--- config.mk ---
export PLATFORM = sky130hd
export DESIGN_NAME = serial_tx
export DESIGN_NICKNAME = d
export VERILOG_FILES = /design/src/rtl/serial_pkg.sv /design/src/rtl/serial_tx_bit_timer.sv /design/src/rtl/serial_tx.sv
export SDC_FILE = /design/constraint.sdc
export NUM_CORES = 1
export LEC_CHECK = 0
export ABC_AREA = 1
export CAP_MARGIN = 15
export CORE_ASPECT_RATIO = 0.6
export CORE_UTILIZATION = 30
export DETAILED_ROUTE_END_ITERATION = 16
export PLACE_DENSITY_LB_ADDON = 0.05
export SYNTH_ARGS = -nofsm -noshare
export SYNTH_HDL_FRONTEND = slang
export SYNTH_SLANG_ARGS = --single-unit
export TNS_END_PERCENT = 20
--- constraint.sdc ---
create_clock -name clk -period 1.7 [get_ports clk]
set_clock_uncertainty 0.2 [all_clocks]
set_input_delay 0.17 -clock clk [delete_from_list [all_inputs] [get_ports clk]]
set_output_delay 0.17 -clock clk [all_outputs]
set_load 0.01 [all_outputs]
--- src/rtl/serial_pkg.sv ---
// Shared definitions for the single-wire serial link (transmitter and receiver).
package serial_pkg;

   // Frame-level FSM states, shared by both ends of the link.
   typedef enum logic [1:0] {
      IDLE  = 2'd0,
      START = 2'd1,
      DATA  = 2'd2,
      STOP  = 2'd3
   } state_t;

   // Line levels on the serial wire.
   localparam logic START_BIT  = 1'b0;
   localparam logic STOP_BIT   = 1'b1;
   localparam logic IDLE_LEVEL = 1'b1;

   // Width of a counter that must hold 0..n-1; never narrower than one bit
   // so that n=1 still yields a legal vector.
   function automatic int width_for(input int n);
      if (n > 1) begin
         return $clog2(n);
      end else begin
         return 1;
      end
   endfunction

endpackage : serial_pkg

--- src/rtl/serial_tx_bit_timer.sv ---
// Bit-period timer: counts clocks within one serial bit and flags the last
// clock of each period. Shared by the transmitter and the receiver.
module bit_timer
   import serial_pkg::*;
#(
   parameter int CLKS_PER_BIT = 4
) (
   input  logic clk,
   input  logic reset,
   input  logic clear,
   output logic bit_done
);

   localparam int TW = width_for(CLKS_PER_BIT);
   localparam logic [TW-1:0] LAST_COUNT = TW'(CLKS_PER_BIT - 1);
   localparam logic [TW-1:0] ONE        = TW'(1);

   logic [TW-1:0] count;

   // Bit-period counter: restart on clear, wrap at the end of every bit.
   always_ff @(posedge clk or negedge reset) begin
      if (!reset) begin
         count <= '0;
      end else if (clear || bit_done) begin
         count <= '0;
      end else begin
         count <= count + ONE;
      end
   end

   // With CLKS_PER_BIT=1 the counter stays at zero and every cycle ends a bit.
   assign bit_done = (count == LAST_COUNT);

endmodule : bit_timer

--- src/rtl/serial_tx.sv ---
// Framed serial transmitter: start bit, WIDTH data bits LSB-first, stop bit,
// each bit held for CLKS_PER_BIT clocks. Words arrive on a valid/ready handshake.
module serial_tx
   import serial_pkg::*;
#(
   parameter int WIDTH        = 8,
   parameter int CLKS_PER_BIT = 4
) (
   input  logic             clk,
   input  logic             reset,
   input  logic             in_valid,
   input  logic [WIDTH-1:0] in_data,
   output logic             in_ready,
   output logic             tx,
   output logic             busy
);

   localparam int IDX_W = width_for(WIDTH);
   localparam logic [IDX_W-1:0] LAST_IDX = IDX_W'(WIDTH - 1);
   localparam logic [IDX_W-1:0] IDX_ONE  = IDX_W'(1);

   state_t             state;
   state_t             state_next;
   logic [WIDTH-1:0]   shreg;
   logic [WIDTH-1:0]   shreg_next;
   logic [WIDTH-1:0]   shreg_shifted;
   logic [IDX_W-1:0]   bit_idx;
   logic [IDX_W-1:0]   bit_idx_next;
   logic               tx_next;
   logic               timer_clear;
   logic               bit_done;

   // The timer is held at zero while idle so the start bit begins a fresh period.
   assign timer_clear   = (state == IDLE);
   assign shreg_shifted = shreg >> 1;

   bit_timer #(
      .CLKS_PER_BIT (CLKS_PER_BIT)
   ) u_bit_timer (
      .clk      (clk),
      .reset    (reset),
      .clear    (timer_clear),
      .bit_done (bit_done)
   );

   // State, data path and line registers; reset forces the line high at once.
   always_ff @(posedge clk or negedge reset) begin
      if (!reset) begin
         state    <= IDLE;
         shreg    <= '0;
         bit_idx  <= '0;
         tx       <= IDLE_LEVEL;
         in_ready <= 1'b1;
         busy     <= 1'b0;
      end else begin
         state    <= state_next;
         shreg    <= shreg_next;
         bit_idx  <= bit_idx_next;
         tx       <= tx_next;
         in_ready <= (state_next == IDLE);
         busy     <= (state_next != IDLE);
      end
   end

   // Next-state and next-line-level decode; inputs are only looked at in IDLE.
   always_comb begin
      state_next   = state;
      shreg_next   = shreg;
      bit_idx_next = bit_idx;
      tx_next      = tx;
      case (state)
         IDLE: begin
            if (in_valid) begin
               shreg_next = in_data;
               state_next = START;
               tx_next    = START_BIT;
            end else begin
               tx_next    = IDLE_LEVEL;
            end
         end
         START: begin
            if (bit_done) begin
               state_next   = DATA;
               tx_next      = shreg[0];
               bit_idx_next = '0;
            end else begin
               tx_next      = START_BIT;
            end
         end
         DATA: begin
            if (bit_done) begin
               if (bit_idx == LAST_IDX) begin
                  state_next = STOP;
                  tx_next    = STOP_BIT;
               end else begin
                  shreg_next   = shreg_shifted;
                  bit_idx_next = bit_idx + IDX_ONE;
                  tx_next      = shreg_shifted[0];
               end
            end else begin
               tx_next = tx;
            end
         end
         STOP: begin
            if (bit_done) begin
               state_next = IDLE;
               tx_next    = IDLE_LEVEL;
            end else begin
               tx_next    = STOP_BIT;
            end
         end
         default: begin
            state_next = IDLE;
            tx_next    = IDLE_LEVEL;
         end
      endcase
   end

endmodule : serial_tx
**Word-level counts from Yosys, hierarchy flattened**

Index checks and enable logic that the tools add are counted.

- Logic and storage cells: 46
- Flip-flop bits (word level): 18
- Bits of input ports: 11

- Add/sub/neg operators: 2
- Mux-type cells: 20
- Eq/ne operators: 9
- Reduce and logical (&&, ||, !) cells: 8

Operators with widths:

| kind | number |
|---|---|
| $mux W8 | 3 |
| $pmux W8 S2 | 1 |
| $mux W2 | 6 |
| $mux W3 | 3 |
| $pmux W2 S4 | 1 |
| $reduce_and A4 Y1 | 2 |
| $eq A2 B2 Y1 const B | 3 |
| $pmux W3 S2 | 1 |
| $reduce_bool A2 Y1 | 3 |
| $logic_not A2 Y1 | 2 |
| $mux W1 | 4 |
| $ne A2 B1 Y1 const B | 2 |
| $ne A2 B2 Y1 const B | 2 |
| $pmux W1 S4 | 1 |
| $add A3 B1 Y3 const B | 1 |
| $eq A3 B3 Y1 const B | 1 |
| $add A2 B1 Y2 const B | 1 |
| $eq A2 B1 Y1 const B | 1 |
| $logic_or A1 B1 Y1 | 1 |

**Depth between registers and ports, before layout**

- Depth after elaboration: 5
- Gate-level depth with buffers: 9
- Gate-level depth less buffers: 9

**Modules after synthesis**

Synthesis repeated with hierarchy kept, for this count alone.

- Cells, all modules: 115
- Area, all modules: 920.9 µm²

By module, submodules not included:

| module | instances | cells an instance | area each (µm²) |
|---|---|---|---|
| serial_tx | 1 | 106 | 835.8 |
| bit_timer | 1 | 9 | 85.1 |

**Worst setup path after synthesis**

Ideal clock, no wire load.

- Path kind: register to register
- Start point: register bit_idx[0]
- End point: register shreg[0]
- Data arrival time: 1.231 ns
- Setup slack: 0.152 ns
- Period minus slack after synthesis: 1.548 ns
- Required time: 1.384 ns
- Setup time: 0.116 ns
- Stages on the path, launching flop included: 9
- Cell sequence: dfrtp_1 > ha_1 > ha_1 > inv_1 > nand2_2 > nand2_8 > nand2_8 > nand2_1 > nand2_1

- Cells in the longest elaborated chain, start to end: 3

RTL lines:

| what | RTL line | RTL |
|---|---|---|
| start: declaration | serial_tx.sv:27 | `logic [IDX_W-1:0] bit_idx;` |
| start signal: assignment | serial_tx.sv:58 | `bit_idx <= bit_idx_next;` |
| $eq A3 B3 Y1 | serial_tx.sv:92 | `if (bit_idx == LAST_IDX) begin` |
| $ne A2 B2 Y1 (no line) | - |  |
| $reduce_and A4 Y1 (no line) | - |  |
| end signal: assignment | serial_tx.sv:57 | `shreg <= shreg_next;` |
| end: declaration | serial_tx.sv:24 | `logic [WIDTH-1:0] shreg;` |

Every way passes these cells.
A chain may end at the register's enable or synchronous reset.

**Worst setup path after layout**

- Start point: register bit_idx[0]
- End point: register shreg[4]

The elaborated chain is that of the path after synthesis.

==> summary.txt <==
Sequential Power Share: 40.0%
Worst-path cell chain: ha_1 > ha_1 > inv_2 > nand2_4 > nand2_8 > nand2_8 > clkinv_4 > nand2_1 > nand2_1
Die Area: 0.00336 mm2
Max Clock Freq: 624 MHz
Final setup viols: 0
GRT overflow: 0
Sw frac: 38.9%
Initial antenna violation count: 0
Max Slew Vio Count: 0
Num CTS Buffers: 3
Maxcap violations: 0
Die width: 74.2 um
Hold_buf cts: 0
Crit end category: register
Cts repair resizes: 1
Hpwl dp: 1380 um
Switching power: 0.728 mW
I/O pin cnt: 14
Die H: 45.3 um
Int Pwr: 1.14 mW
Share of layout cells above drive strength 1: 18.2%
Pin count of the biggest net entering global routing: 19
CTS H-Tree Depth: 1
Area growth from synthesis to layout: 28.8%
CTS tree: done
Sequential share of the synthesized area: 48.3%
WS Path Type: register to register
Clock power share: 18.7%
Avg Synthesized Cell Area: 8.37 um2
Crit start category: register
Nets@finish: 147
LEAKAGE: 0.624 nW
Clock root buffer: clkbuf_8
Residual DRC count: 0
Fin crit period: 1600 ps
Worst-Skew Late Latency: 250 ps
Initial drt markers: 39
PortBufs: 13
Synthesized instance count: 112
Routed Wire Length: 1850 um
N_diodes: 0
Clk slew on worst S/H paths: 70 ps
CORE AREA: 0.00293 mm2
WP data required: 1700 ps
Crit-path max FO: 9
Worst-Margin Slew: 248 ps
Drt wl/cell: 10.6 um
Min-Delay Path Class: input port to asynchronous set/reset pin
Final hold vios: 0
Worst reg2reg endpoint: shreg[4]
Placer Congestion: 0.825
Slew margin rel.: 83.4%
First-pass GRT wire length: 3170 um
RSZ-0062 raised after global routing: true
Maximum vdd drop: 0.506 mV
Total GRT Usage: 13.2%
Worst R2R Path Depth: 9
Bufs on Longest Clock Path: 2
Vias/cell: 4.16
Run status: completed
Initial Utilization: 32.0%
Power Dens Cells: 1550 mW/mm2
Syn Nets: 126
Most common cell after layout, fill and taps aside: nand2_1
CTS Sinks: 18
Slowest-stage cell, CP: dfrtp_1
Via Count: 723
Number of synthesized register bits: 18
Post-CTS setup buffer count: 0
Number of global-route vias before repair: 679
Routed Antenna Nets: 0
Fin util: 41.2%
Library cells used by synthesis: 23
Crit path largest cell delay: 390 ps
WP data arrival: 1600 ps
Yosys Warn Count: 0
Flop-to-flop setup slack: 100 ps
Worst r2r src: bit_idx[0]
Total Power: 1.87 mW
Commonest non-fill, non-tap cells in the layout: nand2_1, dfrtp_1, clkdlybuf4s50_1
Rows: 15
Area of the mapped netlist: 937 um2
Tcrit/Tclk final: 94.3%
First-pass detailed-route iteration total: 4
Combinational share of power: 41.3%
worst max-delay path by stage:
stage / depth (start not counted) / startpoint / slack (ps) / to
detailed placement: 6 / bit_idx[0] / -20 / bit_idx[2]
finish: 9 / bit_idx[0] / 100 / shreg[4]
global route: 9 / bit_idx[0] / -2 / shreg[2]
global placement: 6 / bit_idx[0] / 30 / bit_idx[1]
floorplan: 8 / bit_idx[0] / 150 / shreg[0]
CTS: 1 / tx / 2 / tx
critical path: cells and delay by family (launching register included):
| kind | cells | cell delay [ps] |
|---|---|---|
| adder cells (fa/ha/maj) | 2 | 410 |
| buffers and inverters | 2 | 170 |
| flip-flops | 1 | 390 |
| AND/OR/NAND/NOR | 5 | 370 |
metrics by stage:
stage / std cells / TNS [ps] / worst slack [ps] / area [um2] / hold WS, ps
after global routing: 174 / -2.11 / -2.11 / 1210 / 54.9
final: 174 / 0 / 96.7 / 1210 / 45.0
after floorplan: 112 / 0 / 152 / 937 / -326
after global placement: 170 / 0 / 30.4 / 1140 / 228
after detailed placement: 170 / -32.9 / -17.1 / 1140 / 262
after CTS: 174 / 0 / 2.08 / 1200 / 52.7
synthesized netlist by cell type:
cell type  instances  area, um2
a21oi_1            1       5.00
clkinv_4           1       8.76
a21oi_4            1       16.3
buf_6              1       11.3
nor2_4             1       11.3
nand4_1            1       6.26
nand3_1            5       25.0
o21ai_2            1       8.76
nor2_1             3       11.3
ha_1               3       37.5
dfrtp_1           16        400
inv_6              1       8.76
inv_1              8       30.0
nand2_1           54        203
inv_2              3       11.3
o21ai_1            2       10.0
dfstp_2            2       52.6
o21ai_0            2       10.0
nor3_1             1       5.00
nor3b_1            1       7.51
nand2_8            2       40.0
nand2_2            1       6.26
nand2_4            1       11.3
state kept, by name (all words and copies together) (netlist names):
| signal | flops |
|---|---|
| bit_idx | 3 |
| busy | 1 |
| in_ready | 1 |
| shreg | 8 |
| state | 2 |
| tx | 1 |
| u_bit_timer.count | 2 |
per-layer routing:
layer	share of wire, %	track usage, %	vias to the layer above
met2	38	17.8	10
met5	0	0	-
met3	4.9	5.58	4
met1	56	19.0	320
met4	0.65	3.46	0
li1	-	-	389
kinds of logic after synthesis:
family | synth area share, %
AO/OA/AOI/OAI | 5.34
AND/OR/NAND/NOR | 34.8
flip-flops | 48.3
adder cells (fa/ha/maj) | 4.01
buffers and inverters | 7.48
power by group through the flow:
stage / clock network, mW / logic (mW) / registers (mW)
2_1_floorplan: 0 / 0.538 / 0.748
3_3_place_gp: 0 / 0.773 / 0.758
3_5_place_dp: 0 / 0.773 / 0.756
4_1_cts: 0.366 / 0.785 / 0.749
5_1_grt: 0.391 / 0.888 / 0.772
6_report: 0.351 / 0.772 / 0.748
cell type report:
| type | instances | area (um2) |
|---|---|---|
| timing repair buffer | 17 | 165 |
| clock buffer | 4 | 55.1 |
| fill | 312 | 1720 |
| tap | 42 | 52.6 |
| sequential | 18 | 453 |
| inverter | 13 | 58.8 |
| multi-input combinational | 80 | 423 |
Power figures use the tool's default switching activity.
